==> config.mk <==
export PLATFORM = sky130hd
export DESIGN_NAME = div_unit
export DESIGN_NICKNAME = d
export VERILOG_FILES = /design/src/rtl/div_unit.sv
export SDC_FILE = /design/constraint.sdc
export NUM_CORES = 1
export LEC_CHECK = 0
export CORE_AREA = 2 2 161 202
export CTS_CLUSTER_DIAMETER = 120
export DETAILED_ROUTE_END_ITERATION = 8
export DIE_AREA = 0 0 163 204
export PLACE_DENSITY_LB_ADDON = 0.3
export SETUP_SLACK_MARGIN = 0.3
export SYNTH_ARGS = -nofsm -noshare
export SYNTH_HDL_FRONTEND = slang
export SYNTH_SLANG_ARGS = --single-unit
==> constraint.sdc <==
create_clock -name clk -period 3.4 [get_ports clk]
set_input_delay 0.51 -clock clk [delete_from_list [all_inputs] [get_ports clk]]
set_output_delay 0.51 -clock clk [all_outputs]
set_load 0.02 [all_outputs]
==> src/rtl/div_unit.sv <==
// rtl/div_unit.sv - iterative restoring divider, one quotient bit per clock
// Signed operands are reduced to magnitudes up front and the signs reapplied in FIX.
module div_unit #(
    parameter int WIDTH = 32
) (
    input  logic             clk,
    input  logic             rst,
    input  logic             start,
    input  logic             sign,
    input  logic [WIDTH-1:0] dividend,
    input  logic [WIDTH-1:0] divisor,
    output logic             busy,
    output logic             done,
    output logic [WIDTH-1:0] quotient,
    output logic [WIDTH-1:0] remainder,
    output logic             div_zero
);
    localparam int CW = $clog2(WIDTH);
    localparam logic [CW-1:0] LAST = CW'(WIDTH - 1);

    typedef enum logic [1:0] {IDLE, CALC, FIX} state_t;

    state_t           state_q, state_d;
    logic [WIDTH-1:0] rem_q, rem_d;
    logic [WIDTH-1:0] acc_q, acc_d;
    logic [WIDTH-1:0] dvs_q, dvs_d;
    logic [WIDTH-1:0] quo_q, quo_d;
    logic [WIDTH-1:0] rmd_q, rmd_d;
    logic [CW-1:0]    cnt_q, cnt_d;
    logic             qneg_q, qneg_d;
    logic             rneg_q, rneg_d;
    logic             zero_q, zero_d;
    logic             done_q, done_d;
    logic             dz_q, dz_d;
    logic [WIDTH:0]   trial;
    logic [WIDTH-1:0] dend_mag, dvs_mag;

    always_comb begin
        state_d = state_q;
        rem_d   = rem_q;
        acc_d   = acc_q;
        dvs_d   = dvs_q;
        quo_d   = quo_q;
        rmd_d   = rmd_q;
        cnt_d   = cnt_q;
        qneg_d  = qneg_q;
        rneg_d  = rneg_q;
        zero_d  = zero_q;
        dz_d    = dz_q;
        done_d  = 1'b0;

        dend_mag = (sign && dividend[WIDTH-1]) ? -dividend : dividend;
        dvs_mag  = (sign && divisor[WIDTH-1])  ? -divisor  : divisor;
        // Borrow out of the (WIDTH+1)-bit subtraction means the trial failed
        trial    = {rem_q, acc_q[WIDTH-1]} - {1'b0, dvs_q};

        case (state_q)
            IDLE: begin
                if (start) begin
                    if (divisor == '0) begin
                        // acc carries the raw dividend through to the remainder
                        acc_d   = dividend;
                        zero_d  = 1'b1;
                        state_d = FIX;
                    end else begin
                        acc_d   = dend_mag;
                        dvs_d   = dvs_mag;
                        rem_d   = '0;
                        cnt_d   = '0;
                        qneg_d  = sign && (dividend[WIDTH-1] ^ divisor[WIDTH-1]);
                        rneg_d  = sign && dividend[WIDTH-1];
                        zero_d  = 1'b0;
                        state_d = CALC;
                    end
                end
            end
            CALC: begin
                acc_d = {acc_q[WIDTH-2:0], ~trial[WIDTH]};
                rem_d = trial[WIDTH] ? {rem_q[WIDTH-2:0], acc_q[WIDTH-1]} : trial[WIDTH-1:0];
                cnt_d = cnt_q + CW'(1);
                if (cnt_q == LAST) begin
                    state_d = FIX;
                end
            end
            FIX: begin
                done_d = 1'b1;
                dz_d   = zero_q;
                if (zero_q) begin
                    quo_d = '1;
                    rmd_d = acc_q;
                end else begin
                    quo_d = qneg_q ? -acc_q : acc_q;
                    rmd_d = rneg_q ? -rem_q : rem_q;
                end
                state_d = IDLE;
            end
            default: state_d = IDLE;
        endcase
    end

    always_ff @(posedge clk) begin
        if (rst) begin
            state_q <= IDLE;
            rem_q   <= '0;
            acc_q   <= '0;
            dvs_q   <= '0;
            quo_q   <= '0;
            rmd_q   <= '0;
            cnt_q   <= '0;
            qneg_q  <= 1'b0;
            rneg_q  <= 1'b0;
            zero_q  <= 1'b0;
            done_q  <= 1'b0;
            dz_q    <= 1'b0;
        end else begin
            state_q <= state_d;
            rem_q   <= rem_d;
            acc_q   <= acc_d;
            dvs_q   <= dvs_d;
            quo_q   <= quo_d;
            rmd_q   <= rmd_d;
            cnt_q   <= cnt_d;
            qneg_q  <= qneg_d;
            rneg_q  <= rneg_d;
            zero_q  <= zero_d;
            done_q  <= done_d;
            dz_q    <= dz_d;
        end
    end

    assign busy      = (state_q != IDLE);
    assign done      = done_q;
    assign quotient  = quo_q;
    assign remainder = rmd_q;
    assign div_zero  = dz_q;
endmodule

Word-level counts from Yosys, hierarchy flattened
Index checks and enable logic that the tools add are counted.
{"block": "word_totals", "reg_bits": 172, "latchBits": 0, "ramBits": 0, "romBits": 0, "inputBits": 68, "out_inout_bits": 67, "n_memories": 0}
{"block": "op_classes", "n_addsub": 6, "n_mul": 0, "div_mod_pow": 0, "order_cmp": 0, "eq_ne": 6, "shifts": 0, "mux": 22, "n_bitwise": 3, "n_reduce_logical": 12}
{"op": "$mux W32", "n": 11}
{"op": "$neg A32 Y32", "n": 4}
{"op": "$pmux W32 S2", "n": 2}
{"op": "$sub A33 B32 Y33", "n": 1}
{"op": "$logic_not A32 Y1", "n": 1}
{"op": "$mux W5", "n": 2}
{"op": "$pmux W5 S2", "n": 1}
{"op": "$mux W2", "n": 3}
{"op": "$ne A2 B2 Y1 const B", "n": 3}
{"op": "$reduce_and A2 Y1", "n": 3}
{"op": "$reduce_and A3 Y1", "n": 2}
{"op": "$add A5 B1 Y5 const B", "n": 1}
{"op": "$eq A5 B5 Y1 const B", "n": 1}
{"op": "$pmux W2 S2", "n": 1}
{"op": "$reduce_bool A2 Y1", "n": 2}
{"op": "$logic_and A1 B1 Y1", "n": 3}
{"op": "$eq A2 B1 Y1 const B", "n": 1}
{"op": "$eq A2 B2 Y1 const B", "n": 1}
{"op": "$logic_not A2 Y1", "n": 1}
{"op": "$mux W1", "n": 2}
{"op": "$not A1 Y1", "n": 2}
{"op": "$xor A1 B1 Y1", "n": 1}

Longest topological paths before layout
Gate-level depths: netlist (run 1).
{"block": "logic_depth", "ltp_word": 5, "depth_mapped": 14}

Worst setup path after synthesis (run 1)
OpenSTA, ideal clock, no wires.
{"block": "synth_path", "path_kind": "register to register", "startpoint": "register acc_q[31]", "endpoint": "register rem_q[10]", "setup_ns": 0.122, "arrival_ns": 2.910, "path_slack_ns": 0.368, "path_stages_with_launch": 15, "path_buffers": 2, "synth_period_minus_slack_ns": 3.032, "path_cell_list": "dfxtp_1 inv_1 ha_1 fa_1 nor2b_1 o211ai_1 a21bo_2 o21ai_1 a21oi_1 o22ai_1 xnor2_1 clkbuf_1 buf_2 nor2_1 a221o_1"}
{"block": "synth_between", "elab_chain_cells": 3}
{"item": "start, declared", "line": "25", "source": "logic [WIDTH-1:0] acc_q, acc_d;"}
{"item": "start signal, assigned", "line": "105", "source": "acc_q <= '0;"}
{"item": "start signal, assigned", "line": "118", "source": "acc_q <= acc_d;"}
{"item": "$sub A33 B32 Y33", "line": "55", "source": "trial = {rem_q, acc_q[WIDTH-1]} - {1'b0, dvs_q};"}
{"item": "$mux W32", "line": "79", "source": "rem_d = trial[WIDTH] ? {rem_q[WIDTH-2:0], acc_q[WIDTH-1]} : trial[WIDTH-1:0];"}
{"item": "$pmux W32 S2", "line": "57", "source": "case (state_q)"}
{"item": "end signal, assigned", "line": "117", "source": "rem_q <= rem_d;"}
{"item": "end, declared", "line": "24", "source": "logic [WIDTH-1:0] rem_q, rem_d;"}
No other way between the ends.
A chain may end at the register's enable or synchronous reset.

Final worst setup path (run 1)
{"block": "layout_path", "startpoint": "input port divisor[6]", "endpoint": "register acc_q[20]"}
{"block": "layout_between", "elab_chain_cells": 4}
{"item": "start, declared", "line": "11", "source": "input logic [WIDTH-1:0] divisor,"}
{"item": "$logic_not A32 Y1", "line": "60", "source": "if (divisor == '0) begin"}
{"item": "$mux W32", "line": "60"}
{"item": "$mux W32", "line": "59", "source": "if (start) begin"}
{"item": "$pmux W32 S2", "line": "57"}
No other way between the ends. The select of a mux whose other input is x is not followed.

==> flow_summary.yaml, run 1 <==
route:
  ant_nets: 0
  vias: 10677
  viasPerCell: 5.423
  drt_wl_total_mm: 34.47
  drt_iter0_drc: 734
  drc: 0
  drtPass1Iterations: 5
  wl_per_cell_um: 17.50
cts:
  cts-root-buf: "clkbuf_16"
  clk_latency_ps: 450
  cts_made_buffers: 17
  cts.sinks: 172
  cts_max_level: 4
  clk_pin_slew_ps: 70
  clock_path_buffers: 2
  cts_tree: "built"
final_layout:
  final_core_util: 0.4350
  num-nets-final: 1651
  area_growth_pct: 26.96
  antenna_cells: 0
  drive_gt1_frac: 0.1028
  fin_cells: 1969
floorplan:
  core_area_mm2: 0.03151
  die_w_um: 163
  dieArea_mm2: 0.03325
  start_util: 0.3426
  dieHeight_um: 204
  rows: 73
  pin_count: 135
timing:
  fin_worst_skew_ps: 12.31
  final_max_slew_viol_count: 0
  fin_crit_sh: 0.8907
  slew_headroom: 0.2964
  clock.fmax_ghz: 0.3302
  period_needed_ps: 3028
  max_slew.worst_pin.slew_ps: 1051
  rsz0062_at_grt: "yes"
  finalHoldViolCount: 0
  finalSetupViolations: 0
  worst_slack_ps: 371.8
grt:
  grt_max_degree: 91
  grt_pass1_wl_mm: 53.27
  grt_remaining_overflow: 0
  grt_pass1_vias: 10177
  grt_usage: 0.2037
  antenna_found_initial: 0
yosys:
  synthTopCellsByArea: "dfxtp_1 32%, xor2_1 7.1%, nand2_1 5.7%"
  ys_seq_area_frac: 0.3189
  ys_types: 65
  async_flop_share: 0
  ys_ff_latch: 172
  synth_commonest_cells: "172 x dfxtp_1, 163 x nand2_1, 126 x nor2_1"
  ys.flop_type: "dfxtp_1"
  yosysTopAreaCell: "dfxtp_1"
  yosysWarnings: 0
  syn-instance-count: 1400
  yosysMostFrequentCell: "dfxtp_1"
  synth_edf_count: 0
  syn-cell-area_mm2: 0.01080
  syn_area_per_cell_um2: 7.712
  syn-num-nets: 1507
  synth_top_area_frac: 0.3189
worst_setup_path:
  critPathArrivalTime_ps: 3310
  cp_max_fo: 6
  crit_required_ps: 3680
  end_kind: "flop"
  critPathLaunchType: "input pin"
  path_class: "in2reg"
worst_hold_path:
  hp-class: "in2reg"
power:
  leakage_nw: 5.100
  total_power_w: 0.006571
  power_density_mw_per_mm2: 479.4
  ir_drop_uv: 240.2
status:
  outcome: "finished, final reports clean"
placed_design:
  dp_hpwl_mm: 26.72
  dpl_worst_slack_ps: -136.1
  port_buffers: 134
  dp_cells: 1930
  finalWeightedCongestion: 0.9272
job:
  drv_cap: 0
## kinds of logic after synthesis
group | Yosys count | synth area share
mux | 12 | 0.01136
xor+xnor | 146 | 0.1184
flops | 172 | 0.3189
simple gates | 449 | 0.1910
compound gates | 431 | 0.2594
buf+inv | 151 | 0.05505
fa+ha+maj | 39 | 0.04589
## cells in the final DEF (no fill, tap or decap), types with 4 or more instances in the layout
| master | netlist | final |
|---|---|---|
| nor3_1 | 42 | 42 |
| or3_1 | 12 | 11 |
| dfxtp_2 | 0 | 4 |
| nand2b_1 | 17 | 17 |
| and3_1 | 5 | 5 |
| buf_4 | 0 | 86 |
| nor2b_1 | 10 | 7 |
| dfxtp_1 | 172 | 168 |
| o41ai_1 | 14 | 13 |
| o21ai_1 | 3 | 5 |
| a221o_1 | 4 | 4 |
| xor2_1 | 87 | 87 |
| mux2i_1 | 10 | 10 |
| o21a_1 | 4 | 4 |
| o21ai_0 | 104 | 101 |
| or4_1 | 15 | 14 |
| nand2_1 | 163 | 163 |
| nand3_1 | 21 | 21 |
| clkdlybuf4s50_1 | 0 | 133 |
| clkbuf_16 | 0 | 17 |
| xnor2_1 | 59 | 58 |
| and2_1 | 10 | 10 |
| a21oi_1 | 82 | 79 |
| nor2_1 | 126 | 124 |
| inv_1 | 53 | 53 |
| nand4_1 | 7 | 7 |
| a22oi_1 | 35 | 35 |
| a211oi_1 | 48 | 47 |
| nor4_1 | 10 | 8 |
| inv_6 | 0 | 6 |
| ha_1 | 38 | 37 |
| a31oi_1 | 7 | 7 |
| o22ai_1 | 40 | 39 |
| a32oi_1 | 19 | 19 |
| o31ai_1 | 28 | 27 |
| a21o_1 | 11 | 11 |
| o211ai_1 | 9 | 9 |
## where the power goes
group          switching [W]  internal (W)  total (W)
clock               0.000914       0.00112    0.00203
sequential          0.000131       0.00212    0.00225
combinational        0.00129       0.00100    0.00229
## sequential cells by signal (all words and copies together), names as in the netlist
name,cells
acc_q,32
cnt_q,5
div_zero,1
done,1
dvs_q,32
qneg_q,1
quotient,32
rem_q,32
remainder,32
rneg_q,1
state_q,2
zero_q,1
## final timing paths
path,startpoint,slack (ps),cells after the start,end
hold reg to reg,remainder[6],460,2,remainder[6]
hold / removal,rst,370,2,rneg_q
setup reg to reg,acc_q[31],400,13,rem_q[26]
setup / recovery,divisor[6],370,13,acc_q[20]
## critical path: stages
cell	delay [ps]
clkdlybuf4s50_1	410
or4_1	570
nor4_2	220
buf_4	200
and2_1	140
nand2_1	80
nor3_2	240
buf_4	180
or2_2	180
buf_4	140
a21oi_1	40
xnor2_1	250
o22ai_1	140
## stage by stage
step | hold slack (ps) | instance area (um2) | setup TNS (ps)
2_1_floorplan | 431.9 | 10800 | 0
3_3_place_gp | 445.8 | 12930 | -367.9
3_5_place_dp | 451.1 | 12930 | -1354
4_1_cts | 353.4 | 13590 | 0
5_1_grt | 365.3 | 13710 | 0
6_report | 372.4 | 13710 | 0
## timing repair
item,in CTS,in global routing
hold buffers,0,0
endpoints found under the setup margin,18,59
pin swaps,3,8
gates resized for setup,7,21
cloned,0,0
buffers inserted,2,5
## cell type report
class	instances	area, um2
clock buffers	18	429.2
clock inverters	14	175.2
fillers	3203	17800
inverters	53	198.9
multi-input cells	1077	6892
flip-flops and latches	172	3448
well taps	412	515.5
repair buffers	223	2048
## layer usage
layer | wire length (um) | global-route usage
met1 | 13560 | 0.2286
met2 | 17890 | 0.3730
met3 | 1406 | 0.02902
met4 | 1614 | 0.1021
met5 | 0 | 0
Power figures use the tool's default switching activity.
==> run 2, diff against run 1 <==
- PLACE_DENSITY: not set -> 0.63
- PLACE_DENSITY_LB_ADDON: 0.3 -> not set
==> run 2 against run 1 <==
  * Global-route usage is 0.34 points higher
  * Final area is 0.35% higher
  * Largest cell class unchanged
  * Hold slack worse by 4.6 ps
  * Sequential share of layout area is 0.11 points lower
  * Die area stayed put
  * Fmax is 0.46% higher
==> flow_summary.yaml, run 2 (synthesis results as in run 1) <==
final_layout:
  nFillCells: 3171
  area_growth_pct: 27.40
  seq_area_mm2: 0.003446
  multi_input_area_mm2: 0.006918
  final_common_cell: "dfxtp_1"
  stdcell_area_mm2: 0.01375
  antenna_cells: 0
  num-nets-final: 1652
  drive_gt1_frac: 0.1059
  final_cell_mix: "170 x dfxtp_1, 162 x nand2_1, 133 x clkdlybuf4s50_1"
timing:
  hold_slack_ps: 367.8
  finalHoldViolCount: 0
  clock.fmax_ghz: 0.3317
  period_needed_ps: 3014
  fin_crit_sh: 0.8866
  final_max_slew_viol_count: 0
  max_slew.worst_pin.slew_ps: 1252
  fin_worst_skew_ps: 14.98
  rsz0062_at_grt: "yes"
  slew_headroom: 0.1640
  finalSetupViolations: 0
  worst_slack_ps: 385.6
worst_setup_path:
  slowest_stage: "fa_2"
  crit_family: "compound AO/OA/AOI/OAI gates"
  critPathLaunchType: "flop"
  path_class: "reg2reg"
  path_cells: "inv_1 > ha_2 > fa_2 > nor2b_2 > o211ai_1 > a21bo_2 > o21ai_2 > buf_4 > a21oi_4 > o22ai_4 > xnor2_4 > buf_6 > and2_4 > a221o_1"
  critPathArrivalTime_ps: 3340
  end_kind: "flop"
  cp_num_buf_inv: 3
  crit_required_ps: 3730
  cp_max_fo: 8
  cp_slowest_stage_delay_ps: 380
placed_design:
  finalWeightedCongestion: 0.9259
  dp_hpwl_mm: 26.53
  port_buffers: 134
  place_area_mm2: 0.01297
  dpl_worst_slack_ps: -198.3
cts:
  clk_pin_slew_ps: 70
  cts-root-buf: "clkbuf_16"
  cts_tree: "built"
  cts.sinks: 172
  clock_path_buffers: 2
  cts_max_level: 4
  cts_made_buffers: 17
  clk_latency_ps: 440
power:
  ir_drop_uv: 319.8
  leakage_nw: 5.134
  power_density_mw_per_mm2: 478.3
route:
  drtPass1Iterations: 5
  drt_iter0_drc: 710
  viasPerCell: 5.442
  drt_wl_total_mm: 34.89
  wl_per_cell_um: 17.71
  ant_nets: 0
  drc: 0
  vias: 10721
worst_hold_path:
  hp-class: "in2reg"
floorplan:
  start_util: 0.3426
  core_area_mm2: 0.03151
  dieArea_mm2: 0.03325
  die_w_um: 163
  pin_count: 135
  dieHeight_um: 204
  rows: 73
status:
  outcome: "finished, final reports clean"
grt:
  grt_max_degree: 132
  grt_remaining_overflow: 0
  grt_pass1_wl_mm: 54.57
  antenna_found_initial: 0
  grt_usage: 0.2071
  grt_pass1_vias: 10374
job:
  drv_cap: 0
run 2: final timing paths:
| path | startpoint | endpoint | slack [ps] | cells past startpoint |
|---|---|---|---|---|
| setup / recovery | acc_q[31] | rem_q[20] | 390 | 14 |
| hold / removal | rst | zero_q | 370 | 2 |
| setup reg to reg | acc_q[31] | rem_q[20] | 390 | 14 |
| hold reg to reg | remainder[20] | remainder[20] | 460 | 2 |
run 2: per-layer routing:
metal / share of wire / GRT usage
met1: 0.40 / 0.2356
met2: 0.51 / 0.3744
met3: 0.035 / 0.02699
met4: 0.050 / 0.1094
met5: 0 / 0
run 2: worst register-to-register path: stages, from the launching register on:
cell,delay [ps]
dfxtp_1,330
inv_1,70
ha_2,210
fa_2,380
nor2b_2,140
o211ai_1,160
a21bo_2,270
o21ai_2,120
buf_4,150
a21oi_4,70
o22ai_4,200
xnor2_4,170
buf_6,180
and2_4,170
a221o_1,280
run 2: power breakdown:
group	internal (W)	switching, W
combinational	0.00102	0.00132
sequential	0.00212	0.000131
clock	0.00105	0.000933
run 2: stage by stage:
| step | cells | TNS, ps | power [W] | util |
|---|---|---|---|---|
| after detailed placement | 1934 | -2678 | 0.004456 | 0.4117 |
| after global routing | 1970 | 0 | 0.006940 | 0.4365 |
| after CTS | 1966 | 0 | 0.006473 | 0.4318 |
| final | 1970 | 0 | 0.006579 | 0.4365 |
| after floorplan | 1400 | 0 | 0.003724 | - |
| after global placement | 1934 | -1544 | 0.004429 | 0.4117 |
run 2: area by class of cell:
type / instances / area share
inverter: 53 / 0.01446
sequential: 172 / 0.2505
clock buffer: 17 / 0.03093
clock inverter: 15 / 0.01246
timing repair buffer: 224 / 0.1512
multi-input combinational: 1077 / 0.5030
tap: 412 / 0.03748
run 2: what timing repair did:
item,in CTS,in global routing
gates resized for setup,7,31
pin swaps,2,9
hold buffers,0,0
buffers inserted,0,3
gates cloned,0,1
endpoints found under the setup margin,15,74
